**src/rtl/fetch_unit.sv**
```systemverilog
// fetch_unit: fetches 1/2-byte instructions over a byte req/ack port and hands them to decode.
//   clk, rst_n (sync, active low), fetch_en (halt when low)
//   mem_req/mem_addr/mem_ack/mem_rdata : program memory byte read handshake
//   inst_valid/inst_ready, inst, inst_bytes, inst_pc, inst_next_pc : decoder handshake
//   redirect/redirect_pc : branch/call/return target from execute
module fetch_unit #(
  parameter int ADDR_W = 16,
  parameter logic [ADDR_W-1:0] RESET_PC = '0
) (
  input  logic              clk,
  input  logic              rst_n,
  input  logic              fetch_en,
  output logic              mem_req,
  output logic [ADDR_W-1:0] mem_addr,
  input  logic              mem_ack,
  input  logic [7:0]        mem_rdata,
  output logic              inst_valid,
  input  logic              inst_ready,
  output logic [15:0]       inst,
  output logic [1:0]        inst_bytes,
  output logic [ADDR_W-1:0] inst_pc,
  output logic [ADDR_W-1:0] inst_next_pc,
  input  logic              redirect,
  input  logic [ADDR_W-1:0] redirect_pc
);
  typedef enum logic [2:0] {IDLE, HI, LO, VALID, DRAIN} state_t;
  state_t state, state_d;
  logic [ADDR_W-1:0] pc, pc_d, addr_d, ipc_d, inpc_d, restart_pc;
  logic [15:0] inst_d;
  logic [1:0] bytes_d;
  logic [7:0] op, op_d;
  logic req_d, valid_d, restart;
  // The opcode waits in its own register so a dropped 2-byte fetch never shows on inst.
  // In DRAIN, pc already holds the pending redirect target.
  always_comb begin
    state_d = state;
    pc_d = pc;
    req_d = mem_req;
    addr_d = mem_addr;
    valid_d = inst_valid;
    inst_d = inst;
    bytes_d = inst_bytes;
    ipc_d = inst_pc;
    inpc_d = inst_next_pc;
    op_d = op;
    restart = 1'b0;
    restart_pc = pc;
    case (state)
      IDLE: begin
        restart = redirect || fetch_en;
        restart_pc = redirect ? redirect_pc : pc;
      end
      HI: if (redirect) begin
        restart = mem_ack;
        restart_pc = redirect_pc;
        if (!mem_ack) begin
          state_d = DRAIN;
          pc_d = redirect_pc;
        end
      end else if (mem_ack) begin
        op_d = mem_rdata;
        if (mem_rdata[7]) begin
          state_d = LO;
          addr_d = pc + ADDR_W'(1);
        end else begin
          state_d = VALID;
          req_d = 1'b0;
          valid_d = 1'b1;
          inst_d = {mem_rdata, 8'h00};
          bytes_d = 2'd1;
          ipc_d = pc;
          inpc_d = pc + ADDR_W'(1);
        end
      end
      LO: if (redirect) begin
        restart = mem_ack;
        restart_pc = redirect_pc;
        if (!mem_ack) begin
          state_d = DRAIN;
          pc_d = redirect_pc;
        end
      end else if (mem_ack) begin
        state_d = VALID;
        req_d = 1'b0;
        valid_d = 1'b1;
        inst_d = {op, mem_rdata};
        bytes_d = 2'd2;
        ipc_d = pc;
        inpc_d = pc + ADDR_W'(2);
      end
      VALID: begin
        restart = redirect || inst_ready;
        restart_pc = redirect ? redirect_pc : inst_next_pc;
      end
      DRAIN: begin
        if (redirect) pc_d = redirect_pc;
        restart = mem_ack;
        restart_pc = redirect ? redirect_pc : pc;
      end
      default: state_d = IDLE;
    endcase
    if (restart) begin
      state_d = fetch_en ? HI : IDLE;
      pc_d = restart_pc;
      req_d = fetch_en;
      addr_d = restart_pc;
      valid_d = 1'b0;
    end
  end
  always_ff @(posedge clk) begin
    if (!rst_n) begin
      state <= IDLE;
      pc <= RESET_PC;
      op <= 8'h00;
      mem_req <= 1'b0;
      mem_addr <= RESET_PC;
      inst_valid <= 1'b0;
      inst <= 16'h0000;
      inst_bytes <= 2'd1;
      inst_pc <= RESET_PC;
      inst_next_pc <= RESET_PC + ADDR_W'(1);
    end else begin
      state <= state_d;
      pc <= pc_d;
      op <= op_d;
      mem_req <= req_d;
      mem_addr <= addr_d;
      inst_valid <= valid_d;
      inst <= inst_d;
      inst_bytes <= bytes_d;
      inst_pc <= ipc_d;
      inst_next_pc <= inpc_d;
    end
  end
endmodule

```
**config.mk**
```make
export PLATFORM = sky130hd
export DESIGN_NAME = fetch_unit
export DESIGN_NICKNAME = d
export VERILOG_FILES = /design/src/rtl/fetch_unit.sv
export SDC_FILE = /design/constraint.sdc
export NUM_CORES = 1
export LEC_CHECK = 0
export BUFFER_PORTS_ARGS = -buffer_cell sky130_fd_sc_hd__buf_2
export CAP_MARGIN = 40
export CORE_ASPECT_RATIO = 1.25
export CORE_MARGIN = 5
export CORE_UTILIZATION = 45
export CTS_BUF_LIST = sky130_fd_sc_hd__clkbuf_4 sky130_fd_sc_hd__clkbuf_8
export CTS_CLUSTER_DIAMETER = 30
export CTS_CLUSTER_SIZE = 28
export DETAILED_ROUTE_END_ITERATION = 8
export HOLD_SLACK_MARGIN = 0.02
export PLACE_DENSITY_LB_ADDON = 0.3
export RECOVER_POWER = 50
export SYNTH_ARGS = -nofsm -noshare
export SYNTH_HDL_FRONTEND = slang
export SYNTH_SLANG_ARGS = --single-unit
```
**constraint.sdc**
```tcl
create_clock -name clk -period 1.7 [get_ports clk]
set_input_delay 0.17 -clock clk [delete_from_list [all_inputs] [get_ports clk]]
set_output_delay 0.17 -clock clk [all_outputs]
set_load 0.05 [all_outputs]
```
==> flow_metrics.py <==
metrics = {
    "clocking": {
        "htreeDepth": 3,
        "cts_root_buf": "clkbuf_8",
        "clk_latency_ps": 390,
        "cts.sinks": 95,
        "cts_tree": "done",
        "path_clk_slew_ps": 110,
        "clk_path_buf_depth": 2,
        "numCtsBuffers": 9,
    },
    "worst_setup_path": {
        "start_kind": "register",
        "cpMaxStageDelayCell": "nor4_1",
        "crit_chain": "ha_2 > nand3_1 > nor4_1 > buf_4 > xnor2_1 > a211o_1 > o31ai_2",
        "critPathArrivalTime_ps": 2200,
        "worstPathMaxFanout": 4,
        "cp_slowest_stage_delay_ps": 440,
        "cp.required_ps": 2020,
        "rrSetupSlack_ps": -180,
        "r2r-end": "mem_addr[15]",
        "r2r-start": "pc[1]",
        "worstSetupPathType": "reg2reg",
        "critPathCaptureType": "register",
        "reg2reg_depth": 7,
    },
    "placement": {
        "pre_cts_slack_ps": -264,
        "dpl.cell_count": 860,
        "gp_congestion": 0.869,
        "port_buffers": 97,
        "dp_hpwl_um": 11900,
        "placed_area_um2": 6110,
    },
    "synth": {
        "synth_area_um2": 4840,
        "synth_largest_area_cell": "dfxtp_1",
        "synth-simple-area-share_pct": 18.6,
        "synth_flop_cell": "dfxtp_1",
        "synth_area_leaders": "dfxtp_1 (39%), a21oi_1 (7.6%), mux2i_1 (6.4%), nand2_1 (5.8%), o21ai_0 (3.1%)",
        "synth_mux_area_share_pct": 6.64,
        "postSynthAreaPerCell_um2": 8.18,
        "yosysWarningCount": 0,
        "synth_adder_area_share_pct": 0.724,
        "synth_top_family_by_area": "compound AO/OA/AOI/OAI gates",
        "synth_cell_types": 56,
        "synth-async-reset-ratio_pct": 0,
        "synth_seq_cells": 95,
        "synth_xor_area_share_pct": 4.88,
        "synth_edf_count": 0,
        "synth_fp_nets": 624,
        "synth_top_area_share_pct": 39.3,
        "yosysSeqAreaShare_pct": 39.3,
        "synth_compound_area_share_pct": 23.4,
        "postSynthCellCount": 592,
    },
    "layout": {
        "final_common_cell": "dfxtp_1",
        "design_area_um2": 7160,
        "register_area_um2": 1920,
        "syn_to_final_growth_pct": 48.0,
        "final_layout_size_suffix_gt1_share_pct": 38.4,
        "layout_common_cells": "dfxtp_1 (89), buf_4 (88), nand2_1 (70)",
        "diodes": 0,
        "nFillCells": 836,
        "multi_input_area_um2": 3050,
        "layout.cells.non_filler": 909,
        "fin_nets": 804,
        "final_util_pct": 67.8,
    },
    "sta": {
        "timing.hold.ws_ps": 39.4,
        "worst_slack_ps": -181,
        "slew_viol_final": 0,
        "fin_crit_sh_pct": 111,
        "fin_skew_ps": 7.77,
        "finalSetupTns_ps": -5200,
        "finalSetupViolations": 72,
        "worstMarginPinSlew_ps": 672,
        "rsz0062_at_grt": "true",
        "slew_headroom_pct": 55.1,
        "fin_crit_ps": 1880,
        "max_freq_ghz": 0.532,
        "hold_violations": 0,
    },
    "power_and_ir_drop": {
        "p_leak_nw": 2.88,
        "power_mw": 5.32,
        "peakVddDrop_uv": 395,
        "power.density_nw_per_um2": 743,
    },
    "drt": {
        "wl_per_cell_um": 20.0,
        "antenna_left": 0,
        "via_per_inst": 5.95,
        "first_iter_violations": 344,
        "via_count": 5409,
        "dr.pass1.iters": 5,
        "wl_um": 18100,
        "drc_errors": 0,
    },
    "run": {
        "cap_violations": 0,
    },
    "floorplan": {
        "num_rows": 42,
        "io_pins": 98,
        "dieArea_um2": 12900,
        "start_util_pct": 45.8,
        "chipHeight_um": 126,
        "die_x_um": 103,
        "core-area_um2": 10600,
    },
    "grt": {
        "grt_first_pass_wirelength_um": 26500,
        "antenna_found_initial": 0,
        "overflow": 0,
        "grtUsageTotal_pct": 26.2,
        "grt_pass1_vias": 5219,
        "grt_max_degree": 45,
    },
    "min_path": {
        "holdPathEnd": "inst[0]",
        "min_path_type": "in2reg",
        "hold_depth": 3,
        "hold_start": "mem_rdata[0]",
    },
    "outcome": {
        "violations": "setup timing",
        "outcome": "finished with violations",
    },
}
worst max-delay path: cells and delay by family, from the launching register on:
| kind | cells | cell delay (ps) |
|---|---|---|
| xor+xnor | 1 | 50 |
| fa+ha+maj | 1 | 220 |
| compound gates | 2 | 380 |
| simple gates | 2 | 570 |
| flops | 1 | 400 |
| buf+inv | 1 | 200 |
layer usage:
metal	routed length (um)	vias up	global-route usage (%)
li1	-	2476	-
met1	6740	2618	31.6
met2	9230	245	44.4
met3	1220	70	4.81
met4	948	0	12.1
met5	0	-	0
flip-flops by register name, summed over array words and instances, names as in the netlist:
register      cells
inst             16
inst_bytes        2
inst_next_pc     16
inst_pc          16
inst_valid        1
mem_addr         16
mem_req           1
op                8
pc               16
state             3
logic make-up (layout without fill, tap and decap cells):
logic type               after synthesis  after routing
AND/OR/NAND/NOR                      184            184
AO/OA/AOI/OAI                        181            181
flip-flops                            95             95
buffers and inverters                 70            255
multiplexers                          32             32
XOR/XNOR                              27             27
adder cells (fa/ha/maj)                3              3
synthesized netlist by cell type (3+ instances only):
library cell	instances
nand2_1	75
a221oi_1	5
inv_1	14
nand2b_1	8
nand3_1	22
a21boi_0	5
dfxtp_1	95
and3_1	13
a211oi_1	11
o211ai_1	6
nor4_1	8
mux2i_1	31
xnor2_1	16
a21oi_1	74
o21a_1	3
a22oi_1	7
o31ai_1	9
nor2_1	30
xor2_1	11
nor3_1	11
buf_2	26
clkbuf_1	26
buf_4	3
o21ai_0	30
a211o_1	5
nand4_1	3
o2bb2ai_1	5
worst max-delay path by stage:
stage | startpoint | end | slack (ps) | depth (start not counted)
3_5_place_dp | state[1] | mem_addr[10] | -260 | 6
3_3_place_gp | state[1] | inst_next_pc[15] | -160 | 5
6_report | pc[1] | mem_addr[15] | -180 | 7
4_1_cts | state[2] | inst_next_pc[13] | -180 | 6
5_1_grt | state[0] | mem_addr[8] | -260 | 8
2_1_floorplan | state[2] | mem_addr[3] | -10 | 7
report_power, final:
group	total [mW]	leakage (nW)	internal, mW	switching, mW
logic	1.32	2.00	0.521	0.804
clock network	1.57	0.105	0.592	0.977
registers	2.43	0.777	2.33	0.0994
repair_timing:
item / in CTS / in global routing
buffers inserted: 11 / 18
hold buffers: 0 / 0
resized for setup: 47 / 89
pin swaps: 11 / 39
gates cloned: 6 / 3
setup endpoints to repair: 87 / 79
area by class of cell:
cell class	instances	area share [%]
clock inverter	7	1.21
tap	132	2.31
timing repair buffer	225	24.7
clock buffer	9	1.73
multi-input combinational	427	42.6
inverter	14	0.733
sequential	95	26.8
Note: power is estimated with default switching activity, not from simulation.
